===== config.mk =====
export PLATFORM = sky130hd
export DESIGN_NAME = bomb_sprite_fetch_flat
export DESIGN_NICKNAME = d
export VERILOG_FILES = /design/src/rtl/bomb_sprite_fetch_if.sv /design/src/rtl/bomb_sprite_fetch.sv /design/src/flat_wrapper.sv
export SDC_FILE = /design/constraint.sdc
export NUM_CORES = 1
export LEC_CHECK = 0
export BUFFER_PORTS_ARGS = -buffer_cell sky130_fd_sc_hd__buf_4
export CELL_PAD_IN_SITES_DETAIL_PLACEMENT = 0
export CELL_PAD_IN_SITES_GLOBAL_PLACEMENT = 2
export CORE_MARGIN = 2
export CORE_UTILIZATION = 30
export CTS_CLUSTER_SIZE = 14
export DETAILED_ROUTE_END_ITERATION = 16
export GPL_TIMING_DRIVEN = 0
export HOLD_SLACK_MARGIN = 0.06
export PLACE_DENSITY_LB_ADDON = 0.1
export SETUP_SLACK_MARGIN = 0.2
export SYNTH_ARGS = -nofsm -noshare
export SYNTH_HDL_FRONTEND = slang
export SYNTH_SLANG_ARGS = --single-unit

===== constraint.sdc =====
create_clock -name Clk -period 4.3 [get_ports Clk]
set_input_delay 0.86 -clock Clk [delete_from_list [all_inputs] [get_ports Clk]]
set_output_delay 0.86 -clock Clk [all_outputs]
set_load 0.02 [all_outputs]

===== src/rtl/bomb_sprite_fetch_if.sv =====
// Pixel/ROM bus between the scan generator, the bomb sprite fetch stage,
// the sprite ROM and the palette stage. The slave modport is the fetch
// stage; the master modport is whatever drives it (scan logic + ROM).
interface bomb_sprite_fetch_if #(
  parameter int ADDR_W = 11,
  parameter int FRAMES = 2
);
  localparam int AF_W = (FRAMES > 1) ? $clog2(FRAMES) : 1;

  logic              frame_start;
  logic [9:0]        DrawX;
  logic [9:0]        DrawY;
  logic [9:0]        bomb_x;
  logic [9:0]        bomb_y;
  logic              bomb_active;
  logic              flash_req;
  logic [ADDR_W-1:0] rom_addr;
  logic [7:0]        rom_data;
  logic [7:0]        pix_index;
  logic              pix_hit;
  logic [AF_W-1:0]   anim_frame;

  modport slave (
    input  frame_start, DrawX, DrawY, bomb_x, bomb_y, bomb_active, flash_req,
    input  rom_data,
    output rom_addr, pix_index, pix_hit, anim_frame
  );

  modport master (
    output frame_start, DrawX, DrawY, bomb_x, bomb_y, bomb_active, flash_req,
    output rom_data,
    input  rom_addr, pix_index, pix_hit, anim_frame
  );
endinterface


===== src/rtl/bomb_sprite_fetch.sv =====
// Bomb sprite fetch: maps scan position to a sprite-ROM address, reads the
// colour index back from a synchronous ROM and registers index + hit flag
// for the palette stage (3-cycle latency, one pixel per clock). Also owns
// the fuse-flicker animation frame counter.
// Optional feature macro: BOMB_FLASH_EN (red flash on alternate frames).
module bomb_sprite_fetch #(
  parameter int         SPRITE_W        = 32,
  parameter int         SPRITE_H        = 32,
  parameter int         FRAMES          = 2,
  parameter int         FRAME_HOLD      = 8,
  parameter logic [7:0] TRANSPARENT_IDX = 8'd255,
  parameter logic [7:0] FLASH_IDX       = 8'd5,
  parameter int         ADDR_W          = 11
) (
  input logic                Clk,
  input logic                Reset,
  bomb_sprite_fetch_if.slave bus
);
  localparam int AF_W     = (FRAMES > 1) ? $clog2(FRAMES) : 1;
  localparam int HC_W     = (FRAME_HOLD > 1) ? $clog2(FRAME_HOLD) : 1;
  localparam int FRAME_SZ = SPRITE_W * SPRITE_H;
  // vld_pipe[0] travels with rom_addr, vld_pipe[STAGES] with rom_data
  localparam int STAGES   = 1;

  logic [9:0]        pos_x, pos_y;
  logic              act;
  logic [HC_W-1:0]   hold_cnt;
  logic [AF_W-1:0]   anim_frame;
  logic [STAGES:0]   vld_pipe;
  logic [10:0]       dx, dy, x_end, y_end;
  logic              in_box;
  logic [ADDR_W-1:0] addr_next;
  logic [ADDR_W-1:0] rom_addr;
  logic              hit_next;
  logic [7:0]        pix_index;
  logic              pix_hit;
  logic              flash_on;

  // Latch bomb position/visibility only at frame boundary so a frame never tears.
  always_ff @(posedge Clk) begin
    if (Reset) begin
      pos_x <= '0;
      pos_y <= '0;
      act   <= 1'b0;
    end else if (bus.frame_start) begin
      pos_x <= bus.bomb_x;
      pos_y <= bus.bomb_y;
      act   <= bus.bomb_active;
    end
  end

  // Animation counter; the pulse that latches visibility also decides whether
  // it counts, so a hidden bomb restarts its fuse from frame 0.
  always_ff @(posedge Clk) begin
    if (Reset) begin
      hold_cnt   <= '0;
      anim_frame <= '0;
    end else if (bus.frame_start) begin
      if (!bus.bomb_active) begin
        hold_cnt   <= '0;
        anim_frame <= '0;
      end else if (hold_cnt == HC_W'(FRAME_HOLD - 1)) begin
        hold_cnt   <= '0;
        anim_frame <= (anim_frame == AF_W'(FRAMES - 1)) ? '0 : anim_frame + 1'b1;
      end else begin
        hold_cnt <= hold_cnt + 1'b1;
      end
    end
  end

  // Box test at 11 bits so sprites hanging off the right/bottom edge clip, not wrap.
  always_comb begin
    x_end     = {1'b0, pos_x} + 11'(SPRITE_W);
    y_end     = {1'b0, pos_y} + 11'(SPRITE_H);
    dx        = {1'b0, bus.DrawX} - {1'b0, pos_x};
    dy        = {1'b0, bus.DrawY} - {1'b0, pos_y};
    in_box    = act
              & ({1'b0, bus.DrawX} >= {1'b0, pos_x}) & ({1'b0, bus.DrawX} < x_end)
              & ({1'b0, bus.DrawY} >= {1'b0, pos_y}) & ({1'b0, bus.DrawY} < y_end);
    addr_next = ADDR_W'(anim_frame) * ADDR_W'(FRAME_SZ)
              + ADDR_W'(dy) * ADDR_W'(SPRITE_W)
              + ADDR_W'(dx);
  end

  // Stage 1: register ROM address and start the in-box valid shift register.
  always_ff @(posedge Clk) begin
    if (Reset) begin
      rom_addr <= '0;
      vld_pipe <= '0;
    end else begin
      rom_addr <= in_box ? addr_next : '0;
      vld_pipe <= {vld_pipe[STAGES-1:0], in_box};
    end
  end

  // ROM data is aligned with the last valid bit; transparent texels are no hit.
  always_comb begin
    hit_next = vld_pipe[STAGES] & (bus.rom_data != TRANSPARENT_IDX);
  end

  // Stage 3: register index and hit; non-hit pixels carry index 0.
  always_ff @(posedge Clk) begin
    if (Reset) begin
      pix_index <= '0;
      pix_hit   <= 1'b0;
    end else begin
      pix_hit   <= hit_next;
      pix_index <= hit_next ? (flash_on ? FLASH_IDX : bus.rom_data) : 8'd0;
    end
  end

`ifdef BOMB_FLASH_EN
  logic flash_tgl;

  // Flash phase flips once per frame while requested, clears as soon as it is dropped.
  always_ff @(posedge Clk) begin
    if (Reset)                flash_tgl <= 1'b0;
    else if (!bus.flash_req)  flash_tgl <= 1'b0;
    else if (bus.frame_start) flash_tgl <= ~flash_tgl;
  end

  assign flash_on = flash_tgl;
`else
  logic unused_flash_req;

  assign unused_flash_req = bus.flash_req;
  assign flash_on         = 1'b0;
`endif

  assign bus.rom_addr   = rom_addr;
  assign bus.pix_index  = pix_index;
  assign bus.pix_hit    = pix_hit;
  assign bus.anim_frame = anim_frame;
endmodule


===== src/flat_wrapper.sv =====
// flat-port wrapper written by rule: the top's interface ports become plain ports
module bomb_sprite_fetch_flat 
#(
  parameter int         SPRITE_W        = 32,
  parameter int         SPRITE_H        = 32,
  parameter int         FRAMES          = 2,
  parameter int         FRAME_HOLD      = 8,
  parameter logic [7:0] TRANSPARENT_IDX = 8'd255,
  parameter logic [7:0] FLASH_IDX       = 8'd5,
  parameter int         ADDR_W          = 11
)
  (Clk, Reset, bus_frame_start, bus_DrawX, bus_DrawY, bus_bomb_x, bus_bomb_y, bus_bomb_active, bus_flash_req, bus_rom_data, bus_rom_addr, bus_pix_index, bus_pix_hit, bus_anim_frame);
  bomb_sprite_fetch_if #(.ADDR_W(ADDR_W), .FRAMES(FRAMES)) bus_i ();
  input logic Clk;
  input logic Reset;
  input wire logic [$bits(bus_i.frame_start)-1:0] bus_frame_start;
  input wire logic [$bits(bus_i.DrawX)-1:0] bus_DrawX;
  input wire logic [$bits(bus_i.DrawY)-1:0] bus_DrawY;
  input wire logic [$bits(bus_i.bomb_x)-1:0] bus_bomb_x;
  input wire logic [$bits(bus_i.bomb_y)-1:0] bus_bomb_y;
  input wire logic [$bits(bus_i.bomb_active)-1:0] bus_bomb_active;
  input wire logic [$bits(bus_i.flash_req)-1:0] bus_flash_req;
  input wire logic [$bits(bus_i.rom_data)-1:0] bus_rom_data;
  output wire logic [$bits(bus_i.rom_addr)-1:0] bus_rom_addr;
  output wire logic [$bits(bus_i.pix_index)-1:0] bus_pix_index;
  output wire logic [$bits(bus_i.pix_hit)-1:0] bus_pix_hit;
  output wire logic [$bits(bus_i.anim_frame)-1:0] bus_anim_frame;
  assign bus_i.frame_start = bus_frame_start;
  assign bus_i.DrawX = bus_DrawX;
  assign bus_i.DrawY = bus_DrawY;
  assign bus_i.bomb_x = bus_bomb_x;
  assign bus_i.bomb_y = bus_bomb_y;
  assign bus_i.bomb_active = bus_bomb_active;
  assign bus_i.flash_req = bus_flash_req;
  assign bus_i.rom_data = bus_rom_data;
  assign bus_rom_addr = bus_i.rom_addr;
  assign bus_pix_index = bus_i.pix_index;
  assign bus_pix_hit = bus_i.pix_hit;
  assign bus_anim_frame = bus_i.anim_frame;
  bomb_sprite_fetch #(.SPRITE_W(SPRITE_W), .SPRITE_H(SPRITE_H), .FRAMES(FRAMES), .FRAME_HOLD(FRAME_HOLD), .TRANSPARENT_IDX(TRANSPARENT_IDX), .FLASH_IDX(FLASH_IDX), .ADDR_W(ADDR_W)) u_core (.Clk(Clk), .Reset(Reset), .bus(bus_i));
endmodule

==> metrics.txt, run 1 <==
# TYPE chip_impl_metric gauge
chip_impl_metric{name="routed_wl",unit="um"} 7070
chip_impl_info{name="rsz_0062_raised_after_global_routing",value="no"} 1
chip_impl_info{name="yosys.cell_count.top_type",value="sky130_fd_sc_hd__dfxtp_1"} 1
chip_impl_metric{name="fin_tns_setup",unit="ps"} 0
chip_impl_metric{name="finClkSkew",unit="ps"} 9.06
chip_impl_metric{name="synth-simple-area-share",unit="%"} 15.2
chip_impl_metric{name="synthXorXnorAreaFrac",unit="%"} 4.89
chip_impl_metric{name="post_cts.repair.setup_buffers",unit=""} 0
chip_impl_metric{name="worst-endpoint-arrival",unit="ps"} 3790
chip_impl_metric{name="clk_transition_reported_paths",unit="ps"} 90
chip_impl_metric{name="worst-endpoint-required",unit="ps"} 4510
chip_impl_metric{name="grt_pass1_vias",unit=""} 2297
chip_impl_info{name="combinational_family_with_the_most_area_after_synthesis",value="adder cells"} 1
chip_impl_metric{name="sequential_to_total_area_share_from_yosys_stat",unit="%"} 30.9
chip_impl_metric{name="cts_buffers",unit=""} 5
chip_impl_metric{name="dp.final_hpwl",unit="um"} 5780
chip_impl_metric{name="maxClockFrequency",unit="MHz"} 279
chip_impl_metric{name="number_of_antenna_violations_at_the_first_check_in_global_routing",unit=""} 0
chip_impl_metric{name="die_area",unit="um2"} 11000
chip_impl_metric{name="initial_core_util",unit="%"} 31.0
chip_impl_info{name="synth.top_cells.by_area",value="sky130_fd_sc_hd__dfxtp_1, sky130_fd_sc_hd__ha_1, sky130_fd_sc_hd__fa_1"} 1
chip_impl_info{name="critPathKind",value="input pin to flop"} 1
chip_impl_metric{name="critical-path-max-stage-delay",unit="ps"} 480
chip_impl_metric{name="cts.sink_count",unit=""} 47
chip_impl_metric{name="area_growth",unit="%"} 26.5
chip_impl_info{name="path_cells",value="buf_4 > inv_1 > ha_1 > fa_1 > xor2_1 > fa_1 > inv_1 > ha_1 > or3_1 > o31ai_1 > o21ai_0 > xnor2_1 > nor2_1"} 1
chip_impl_info{name="ys.flop_type",value="sky130_fd_sc_hd__dfxtp_1"} 1
chip_impl_metric{name="clk_latency",unit="ps"} 320
chip_impl_metric{name="crit_path_max_fanout",unit=""} 4
chip_impl_metric{name="final.fill_count",unit=""} 1051
chip_impl_metric{name="finalCriticalPeriod",unit="ps"} 3580
chip_impl_metric{name="cellPowerDensity",unit="nW/um2"} 304
chip_impl_metric{name="slew_headroom",unit="%"} 50.7
chip_impl_metric{name="setup_violations",unit=""} 0
chip_impl_info{name="run_status",value="completed"} 1
chip_impl_metric{name="fp-row-count",unit=""} 36
chip_impl_metric{name="vias",unit=""} 2414
chip_impl_metric{name="timing_worst_slew_pin_value",unit="ps"} 738
chip_impl_metric{name="synth_enable_flop_cells",unit=""} 0
chip_impl_info{name="post-synth-top-area-cell",value="sky130_fd_sc_hd__dfxtp_1"} 1
chip_impl_metric{name="boundaryPins",unit=""} 74
chip_impl_metric{name="antenna-diode-count",unit=""} 0
chip_impl_info{name="cp-start-kind",value="input pin"} 1
chip_impl_metric{name="core",unit="um2"} 9820
chip_impl_metric{name="muxShareOfSynthArea",unit="%"} 6.90
chip_impl_metric{name="global_route_wire_length_before_repair",unit="um"} 11300
chip_impl_metric{name="final_total_pwr",unit="uW"} 1170
chip_impl_metric{name="share_of_synthesized_cell_area_in_full_adder_half_adder_and_majority_cells",unit="%"} 24.9
chip_impl_info{name="yosys-top-cells-count",value="sky130_fd_sc_hd__dfxtp_1, sky130_fd_sc_hd__inv_1, sky130_fd_sc_hd__nor2_1"} 1
chip_impl_metric{name="maxCapViolCount",unit=""} 0
chip_impl_metric{name="synth-warning-count",unit=""} 0
chip_impl_metric{name="die-height",unit="um"} 105
chip_impl_info{name="cp_top_family",value="adder cells"} 1
chip_impl_metric{name="drcViolationCount",unit=""} 0
chip_impl_metric{name="synth.avg_cell_area",unit="um2"} 9.01
chip_impl_metric{name="distinct_cells_synth",unit=""} 40
chip_impl_metric{name="dr.pass1.iters",unit=""} 4
chip_impl_metric{name="timing_max_transition_violations_final",unit=""} 0
chip_impl_metric{name="drive_above_1_share",unit="%"} 20.0
chip_impl_info{name="critPathSlowestCell",value="sky130_fd_sc_hd__fa_1"} 1
chip_impl_metric{name="post_syn_instances",unit=""} 338
chip_impl_metric{name="max_h_tree_level",unit=""} 2
chip_impl_metric{name="multiInputGateArea",unit="um2"} 1900
chip_impl_metric{name="chipWidth",unit="um"} 105
chip_impl_metric{name="remaining_overflow_grt",unit=""} 0
chip_impl_metric{name="pin_count_of_the_biggest_net_entering_global_routing",unit=""} 17
chip_impl_metric{name="reg2reg_setup_slack",unit="ps"} 1070
chip_impl_metric{name="synth_top_area_share",unit="%"} 30.9
chip_impl_metric{name="number_of_nets_still_failing_antenna_checks_after_routing",unit=""} 0
chip_impl_metric{name="cts-hold-fix-buffers",unit=""} 0
chip_impl_metric{name="drt_iter0_drc",unit=""} 58
chip_impl_metric{name="syn_nets",unit=""} 445
chip_impl_metric{name="finalWeightedCongestion",unit=""} 0.777
chip_impl_metric{name="finalCritPeriodShare",unit="%"} 83.3
chip_impl_metric{name="peakVddDrop",unit="mV"} 0.140
chip_impl_metric{name="port_buffers",unit=""} 70
chip_impl_metric{name="p_leak",unit="uW"} 0.00180
chip_impl_metric{name="routed_wire_length_per_instance",unit="um"} 12.9
chip_impl_info{name="cts_tree",value="done"} 1
chip_impl_metric{name="finish.net_count",unit=""} 522
chip_impl_metric{name="crit_buf_inv",unit=""} 3
chip_impl_metric{name="postCtsResizedCells",unit=""} 0
chip_impl_metric{name="via_per_inst",unit=""} 4.40
chip_impl_metric{name="finalHoldViolCount",unit=""} 0
chip_impl_metric{name="regArea",unit="um2"} 941
chip_impl_metric{name="synth_compound_area_share",unit="%"} 10.4
chip_impl_info{name="cts-root-buf",value="sky130_fd_sc_hd__clkbuf_8"} 1
chip_impl_metric{name="synth_async_sr_flop_share",unit="%"} 0
chip_impl_metric{name="clock_tree.buffer_depth",unit=""} 2
chip_impl_metric{name="syn-cell-area",unit="um2"} 3050
chip_impl_info{name="min_delay_worst_type",value="flop to flop"} 1
chip_impl_info{name="crit_path_end_kind",value="flop"} 1
chip_impl_metric{name="synth.ff_latch_count",unit=""} 47
chip_impl_metric{name="track_usage",unit="%"} 13.2
-- path summary, 6_finish.rpt --
path | from | end | cells past startpoint
worst min register to register | u_core.vld_pipe[0] | u_core.vld_pipe[1] | 1
worst min-delay path | u_core.vld_pipe[0] | u_core.vld_pipe[1] | 1
worst max-delay path | bus_DrawY[0] | u_core.bus.rom_addr[10] | 13
worst max register to register | u_core.pos_y[0] | u_core.bus.rom_addr[10] | 11
-- flip-flops by register name, indices dropped and copies added (netlist names) --
register,count
u_core.act,1
u_core.bus.anim_frame,1
u_core.pos_y,10
u_core.bus.pix_hit,1
u_core.pos_x,10
u_core.vld_pipe,2
u_core.hold_cnt,3
u_core.bus.pix_index,8
u_core.bus.rom_addr,11
-- final cells by class --
class	count	area share [%]
Sequential cell	47	24.4
Tap cell	133	4.32
Buffer	7	0.909
Clock buffer	5	1.79
Clock inverter	3	1.20
Inverter	46	4.48
Timing Repair Buffer	70	13.6
Multi-Input combinational cell	238	49.2
-- power by group --
group | switching, uW | internal, uW | leakage (uW)
clock | 173 | 176 | 0.0000548
sequential | 13.1 | 448 | 0.000383
combinational | 189 | 173 | 0.00136
total | 374 | 797 | 0.00180
-- routing by layer --
metal	GRT usage (%)	vias to the layer above	part of all wire (%)
met5	0	-	0
met4	4.00	0	1.3
met3	2.99	6	3.7
met2	22.1	36	49
met1	16.9	1096	46
li1	-	1276	-
-- worst reg2reg max path: cells and delay by family, from the launching register on --
family / cells / cell delay, ps
xor+xnor: 2 / 370
compound gates: 2 / 710
fa+ha+maj: 4 / 1340
simple gates: 2 / 360
flops: 1 / 330
buf+inv: 1 / 40
-- kinds of logic (layout without fill, tap and decap cells) --
| kind of cell | count (synthesis) | count (layout) |
|---|---|---|
| AOI/OAI and AO/OA | 50 | 50 |
| and+or+nand+nor | 96 | 96 |
| buffers and inverters | 53 | 131 |
| xor gates and xnor gates | 17 | 17 |
| adders and majority gates | 54 | 54 |
| muxes | 21 | 21 |
| DFF | 47 | 47 |
-- through the flow --
stage / std cells / hold slack (ps) / setup WS, ps / area [um2] / utilization, %
4_1_cts: 549 / 451 / 774 / 3850 / 39.2
3_5_place_dp: 541 / 426 / 452 / 3740 / 38.1
3_3_place_gp: 541 / 427 / 440 / 3740 / 38.1
5_1_grt: 549 / 466 / 575 / 3850 / 39.2
2_1_floorplan: 338 / 414 / 878 / 3050 / -
6_report: 549 / 446 / 719 / 3850 / 39.2
-- cells in the final DEF (no fill, tap or decap), types with 2 or more instances in the layout --
cell and count:
sky130_fd_sc_hd__buf_4 70, sky130_fd_sc_hd__dfxtp_1 47, sky130_fd_sc_hd__inv_1 46, sky130_fd_sc_hd__nor2_1 46, sky130_fd_sc_hd__ha_1 43, sky130_fd_sc_hd__mux2i_1 21, sky130_fd_sc_hd__a21oi_1 16, sky130_fd_sc_hd__xnor2_1 12
sky130_fd_sc_hd__o21ai_0 11, sky130_fd_sc_hd__fa_1 11, sky130_fd_sc_hd__nand2_1 9, sky130_fd_sc_hd__nand3_1 8, sky130_fd_sc_hd__and2_1 8, sky130_fd_sc_hd__nor2b_1 7, sky130_fd_sc_hd__xor2_1 5, sky130_fd_sc_hd__nand2b_1 5
sky130_fd_sc_hd__clkbuf_1 5, sky130_fd_sc_hd__clkbuf_8 5, sky130_fd_sc_hd__nand4_1 4, sky130_fd_sc_hd__o211ai_1 4, sky130_fd_sc_hd__o21a_1 3, sky130_fd_sc_hd__o31ai_1 3, sky130_fd_sc_hd__nor3_1 3, sky130_fd_sc_hd__nand3_2 2
sky130_fd_sc_hd__a2111oi_0 2
(Power assumes the default switching activity.)
==> run 2: changes to the inputs <==
--- a/config.mk
+++ b/config.mk
@@ -5,6 +5,7 @@
 export SDC_FILE = /design/constraint.sdc
 export NUM_CORES = 1
 export LEC_CHECK = 0
+export ABC_AREA = 1
 export BUFFER_PORTS_ARGS = -buffer_cell sky130_fd_sc_hd__buf_4
 export CELL_PAD_IN_SITES_DETAIL_PLACEMENT = 0
 export CELL_PAD_IN_SITES_GLOBAL_PLACEMENT = 2
==> constraint.sdc (replaced) <==
create_clock -name Clk -period 3.4 [get_ports Clk]
set_input_delay 0.68 -clock Clk [delete_from_list [all_inputs] [get_ports Clk]]
set_output_delay 0.68 -clock Clk [all_outputs]
set_load 0.02 [all_outputs]
==> run 2 against run 1 <==
Cell area rose by 7.0%. Clock skew rose by 5.3 ps. Clock power rose by 23%. Global-route usage rose by 1.3 points. Register-to-register slack got worse by 570 ps. Highest routed layer unchanged.
==> metrics.txt, run 2 <==
# TYPE chip_impl_metric gauge
chip_impl_metric{name="postLayoutCellArea",unit="um2"} 4120
chip_impl_info{name="cp_top_family",value="adder cells"} 1
chip_impl_metric{name="muxShareOfSynthArea",unit="%"} 0
chip_impl_metric{name="post_syn_instances",unit=""} 423
chip_impl_metric{name="largest_reg_flops",unit=""} 11
chip_impl_metric{name="crit_buf_inv",unit=""} 4
chip_impl_metric{name="vias",unit=""} 2781
chip_impl_metric{name="routed_wl",unit="um"} 8000
chip_impl_info{name="cp-start-kind",value="input pin"} 1
chip_impl_metric{name="p_seq_share",unit="%"} 35.3
chip_impl_metric{name="dpl-instance-area",unit="um2"} 3920
chip_impl_info{name="hold_start",value="u_core.vld_pipe[0]"} 1
chip_impl_info{name="combinational_family_with_the_most_area_after_synthesis",value="adder cells"} 1
chip_impl_info{name="worstHoldEndpoint",value="u_core.vld_pipe[1]"} 1
chip_impl_metric{name="whs_path_depth",unit=""} 2
chip_impl_metric{name="number_of_antenna_violations_at_the_first_check_in_global_routing",unit=""} 0
chip_impl_metric{name="power.internal",unit="uW"} 1070
chip_impl_metric{name="core",unit="um2"} 10400
chip_impl_info{name="crit_path_end_kind",value="flop"} 1
chip_impl_metric{name="synth_compound_area_share",unit="%"} 11.5
chip_impl_metric{name="critical-path-max-stage-delay",unit="ps"} 560
chip_impl_metric{name="cts_buffers",unit=""} 5
chip_impl_metric{name="finalHoldViolCount",unit=""} 0
chip_impl_metric{name="swShare",unit="%"} 35.6
chip_impl_metric{name="synth_async_sr_flop_share",unit="%"} 0
chip_impl_metric{name="max_h_tree_level",unit=""} 2
chip_impl_metric{name="maxClockFrequency",unit="MHz"} 327
chip_impl_metric{name="fp-row-count",unit=""} 37
chip_impl_info{name="critPathKind",value="input pin to flop"} 1
chip_impl_info{name="cts_tree",value="done"} 1
chip_impl_info{name="critical_path.reg2reg.startpoint",value="u_core.pos_y[0]"} 1
chip_impl_info{name="rsz_0062_raised_after_global_routing",value="no"} 1
chip_impl_info{name="r2r_end",value="u_core.bus.rom_addr[10]"} 1
chip_impl_metric{name="dr.pass1.iters",unit=""} 4
chip_impl_metric{name="die_area",unit="um2"} 11600
chip_impl_metric{name="crit_path_max_fanout",unit=""} 4
chip_impl_info{name="min_delay_worst_type",value="flop to flop"} 1
chip_impl_metric{name="global_route_wire_length_before_repair",unit="um"} 13100
chip_impl_metric{name="pwr-share-clk",unit="%"} 25.8
chip_impl_metric{name="chipWidth",unit="um"} 108
chip_impl_metric{name="p_leak",unit="uW"} 0.00209
chip_impl_info{name="critPathSlowestCell",value="sky130_fd_sc_hd__fa_1"} 1
chip_impl_metric{name="pin_count_of_the_biggest_net_entering_global_routing",unit=""} 16
chip_impl_info{name="path_cells",value="buf_4 > inv_1 > ha_2 > fa_2 > o21ai_2 > xnor2_2 > fa_1 > inv_2 > ha_4 > nand2_2 > nor2_4 > nor3b_4 > nor2_4 > inv_1 > nand2_1 > nand2_1 > nor2_2"} 1
chip_impl_metric{name="dp.final_hpwl",unit="um"} 6760
chip_impl_metric{name="drive_above_1_share",unit="%"} 23.9
chip_impl_metric{name="r2r_cells",unit=""} 15
chip_impl_metric{name="worst-endpoint-required",unit="ps"} 3610
chip_impl_info{name="yosys.cell_count.top_type",value="sky130_fd_sc_hd__inv_1"} 1
chip_impl_info{name="layout.cells.most_common_list",value="sky130_fd_sc_hd__inv_1, sky130_fd_sc_hd__buf_4, sky130_fd_sc_hd__nand2_1"} 1
chip_impl_metric{name="cellPowerDensity",unit="nW/um2"} 404
chip_impl_info{name="final_common_cell",value="sky130_fd_sc_hd__inv_1"} 1
chip_impl_metric{name="synthXorXnorAreaFrac",unit="%"} 4.62
chip_impl_info{name="post-synth-top-area-cell",value="sky130_fd_sc_hd__dfxtp_1"} 1
chip_impl_metric{name="synth-simple-area-share",unit="%"} 20.2
chip_impl_metric{name="fin_tns_setup",unit="ps"} 0
chip_impl_metric{name="syn_nets",unit=""} 530
chip_impl_metric{name="synth_top_area_share",unit="%"} 29.2
chip_impl_metric{name="switchingPower",unit="uW"} 593
chip_impl_metric{name="finalCriticalPeriod",unit="ps"} 3060
chip_impl_metric{name="synth-warning-count",unit=""} 0
chip_impl_metric{name="synth.ff_latch_count",unit=""} 47
chip_impl_metric{name="post-place-ws",unit="ps"} -257
chip_impl_metric{name="remaining_overflow_grt",unit=""} 0
chip_impl_info{name="ys.flop_type",value="sky130_fd_sc_hd__dfxtp_1"} 1
chip_impl_metric{name="distinct_cells_synth",unit=""} 30
chip_impl_metric{name="port_buffers",unit=""} 71
chip_impl_metric{name="track_usage",unit="%"} 14.5
chip_impl_metric{name="boundaryPins",unit=""} 74
chip_impl_metric{name="slew_headroom",unit="%"} 59.2
chip_impl_metric{name="finalWeightedCongestion",unit=""} 0.774
chip_impl_metric{name="routed_wire_length_per_instance",unit="um"} 12.5
chip_impl_metric{name="share_of_synthesized_cell_area_in_full_adder_half_adder_and_majority_cells",unit="%"} 23.6
chip_impl_metric{name="final.fill_count",unit=""} 1136
chip_impl_metric{name="synth.avg_cell_area",unit="um2"} 7.61
chip_impl_info{name="yosys-top-cells-count",value="sky130_fd_sc_hd__inv_1, sky130_fd_sc_hd__nand2_1, sky130_fd_sc_hd__dfxtp_1"} 1
chip_impl_metric{name="initial_core_util",unit="%"} 31.0
chip_impl_metric{name="setup_violations",unit=""} 0
chip_impl_info{name="synth.top_cells.by_area",value="sky130_fd_sc_hd__dfxtp_1, sky130_fd_sc_hd__ha_1, sky130_fd_sc_hd__inv_1"} 1
chip_impl_metric{name="finish.net_count",unit=""} 609
chip_impl_metric{name="timing_worst_slew_pin_value",unit="ps"} 612
chip_impl_metric{name="timing_max_transition_violations_final",unit=""} 0
chip_impl_metric{name="clk_transition_reported_paths",unit="ps"} 100
chip_impl_metric{name="share_comb_of_total_power",unit="%"} 38.9
chip_impl_metric{name="cts.sink_count",unit=""} 47
chip_impl_metric{name="grt_pass1_vias",unit=""} 2828
chip_impl_metric{name="antenna-diode-count",unit=""} 0
chip_impl_info{name="run_status",value="completed"} 1
chip_impl_metric{name="maxCapViolCount",unit=""} 0
chip_impl_metric{name="finalWorstSetupSlack",unit="ps"} 343
chip_impl_info{name="largest_register",value="u_core.bus.rom_addr"} 1
chip_impl_metric{name="number_of_nets_still_failing_antenna_checks_after_routing",unit=""} 0
chip_impl_metric{name="syn-cell-area",unit="um2"} 3220
chip_impl_metric{name="drt_iter0_drc",unit=""} 65
chip_impl_metric{name="sequential_to_total_area_share_from_yosys_stat",unit="%"} 29.2
chip_impl_metric{name="drcViolationCount",unit=""} 0
chip_impl_metric{name="finClkSkew",unit="ps"} 14.3
chip_impl_metric{name="die-height",unit="um"} 108
chip_impl_metric{name="reg2reg_setup_slack",unit="ps"} 500
chip_impl_metric{name="via_per_inst",unit=""} 4.35
chip_impl_info{name="cts-root-buf",value="sky130_fd_sc_hd__clkbuf_8"} 1
chip_impl_metric{name="finalCritPeriodShare",unit="%"} 89.9
chip_impl_metric{name="clk_latency",unit="ps"} 310
chip_impl_metric{name="clock_tree.buffer_depth",unit=""} 2
chip_impl_info{name="largestRegisters",value="u_core.bus.rom_addr x11, u_core.pos_x x10, u_core.pos_y x10"} 1
chip_impl_metric{name="peakVddDrop",unit="mV"} 0.199
chip_impl_metric{name="synth_enable_flop_cells",unit=""} 0
chip_impl_metric{name="area_growth",unit="%"} 28.1
chip_impl_metric{name="worst-endpoint-arrival",unit="ps"} 3270
run 2: worst max path at each step:
stage | slack [ps] | end | from | cells past startpoint
3_3_place_gp | -260 | u_core.bus.rom_addr[10] | bus_DrawY[0] | 16
5_1_grt | 190 | u_core.bus.rom_addr[10] | bus_DrawY[0] | 17
2_1_floorplan | 250 | u_core.bus.rom_addr[10] | bus_DrawY[0] | 16
3_5_place_dp | -260 | u_core.bus.rom_addr[10] | bus_DrawY[0] | 16
6_report | 340 | u_core.bus.rom_addr[10] | bus_DrawY[0] | 17
4_1_cts | 200 | u_core.bus.rom_addr[10] | bus_DrawY[0] | 17
run 2: worst register-to-register path: stages (launching register included):
cell and delay [ps]:
sky130_fd_sc_hd__dfxtp_1 340, sky130_fd_sc_hd__ha_2 190, sky130_fd_sc_hd__fa_2 430, sky130_fd_sc_hd__o21ai_2 170, sky130_fd_sc_hd__xnor2_2 110, sky130_fd_sc_hd__fa_1 560
sky130_fd_sc_hd__inv_2 60, sky130_fd_sc_hd__ha_4 290, sky130_fd_sc_hd__nand2_2 70, sky130_fd_sc_hd__nor2_4 100, sky130_fd_sc_hd__nor3b_4 220, sky130_fd_sc_hd__nor2_4 60
sky130_fd_sc_hd__inv_1 50, sky130_fd_sc_hd__nand2_1 40, sky130_fd_sc_hd__nand2_1 60, sky130_fd_sc_hd__nor2_2 40
run 2: logic make-up (layout without fill, tap and decap cells):
logic type | count (synthesis) | in the layout
AO/OA/AOI/OAI | 70 | 70
buffers and inverters | 91 | 171
XOR/XNOR | 17 | 17
AND/OR/NAND/NOR | 144 | 144
adder cells (fa/ha/maj) | 54 | 54
flip-flops | 47 | 47
run 2: layout make-up:
type / count / area [um2] / area share, %
Inverter: 83 / 312 / 7.56
Multi-Input combinational cell: 285 / 2010 / 48.7
Timing Repair Buffer: 72 / 541 / 13.1
Buffer: 8 / 37.5 / 0.910
Sequential cell: 47 / 941 / 22.8
Tap cell: 136 / 170 / 4.13
Clock buffer: 5 / 68.8 / 1.67
Clock inverter: 3 / 43.8 / 1.06
run 2: what timing repair did:
item | 4_1_cts | 5_1_grt
endpoints found under the hold margin | 0 | 0
gates resized for setup | 3 | 17
pin swaps | 0 | 8
hold buffers | 0 | 0
endpoints found under the setup margin | 1 | 1
setup buffers | 0 | 1
run 2: power groups by stage:
stage	registers [uW]	logic (uW)	clock network, uW
finish	588	648	429
global route	591	747	475
floorplan	599	428	0
CTS	588	601	455
detailed placement	601	594	0
global placement	600	592	0
run 2: per-stage QoR:
stage | util (%) | std cells | power, uW | hold slack (ps)
final | 39.8 | 639 | 1660 | 411
after global routing | 39.8 | 639 | 1810 | 437
after CTS | 39.0 | 638 | 1640 | 416
after detailed placement | 37.8 | 630 | 1190 | 402
after global placement | 37.8 | 630 | 1190 | 402
after floorplan | - | 423 | 1030 | 388
run 2: routing by layer:
layer,track usage [%],part of all wire [%],vias to the layer above
li1,-,-,1492
met1,18.4,45,1245
met2,25.9,51,40
met3,2.18,2.9,4
met4,3.02,0.65,0
met5,0,0,-
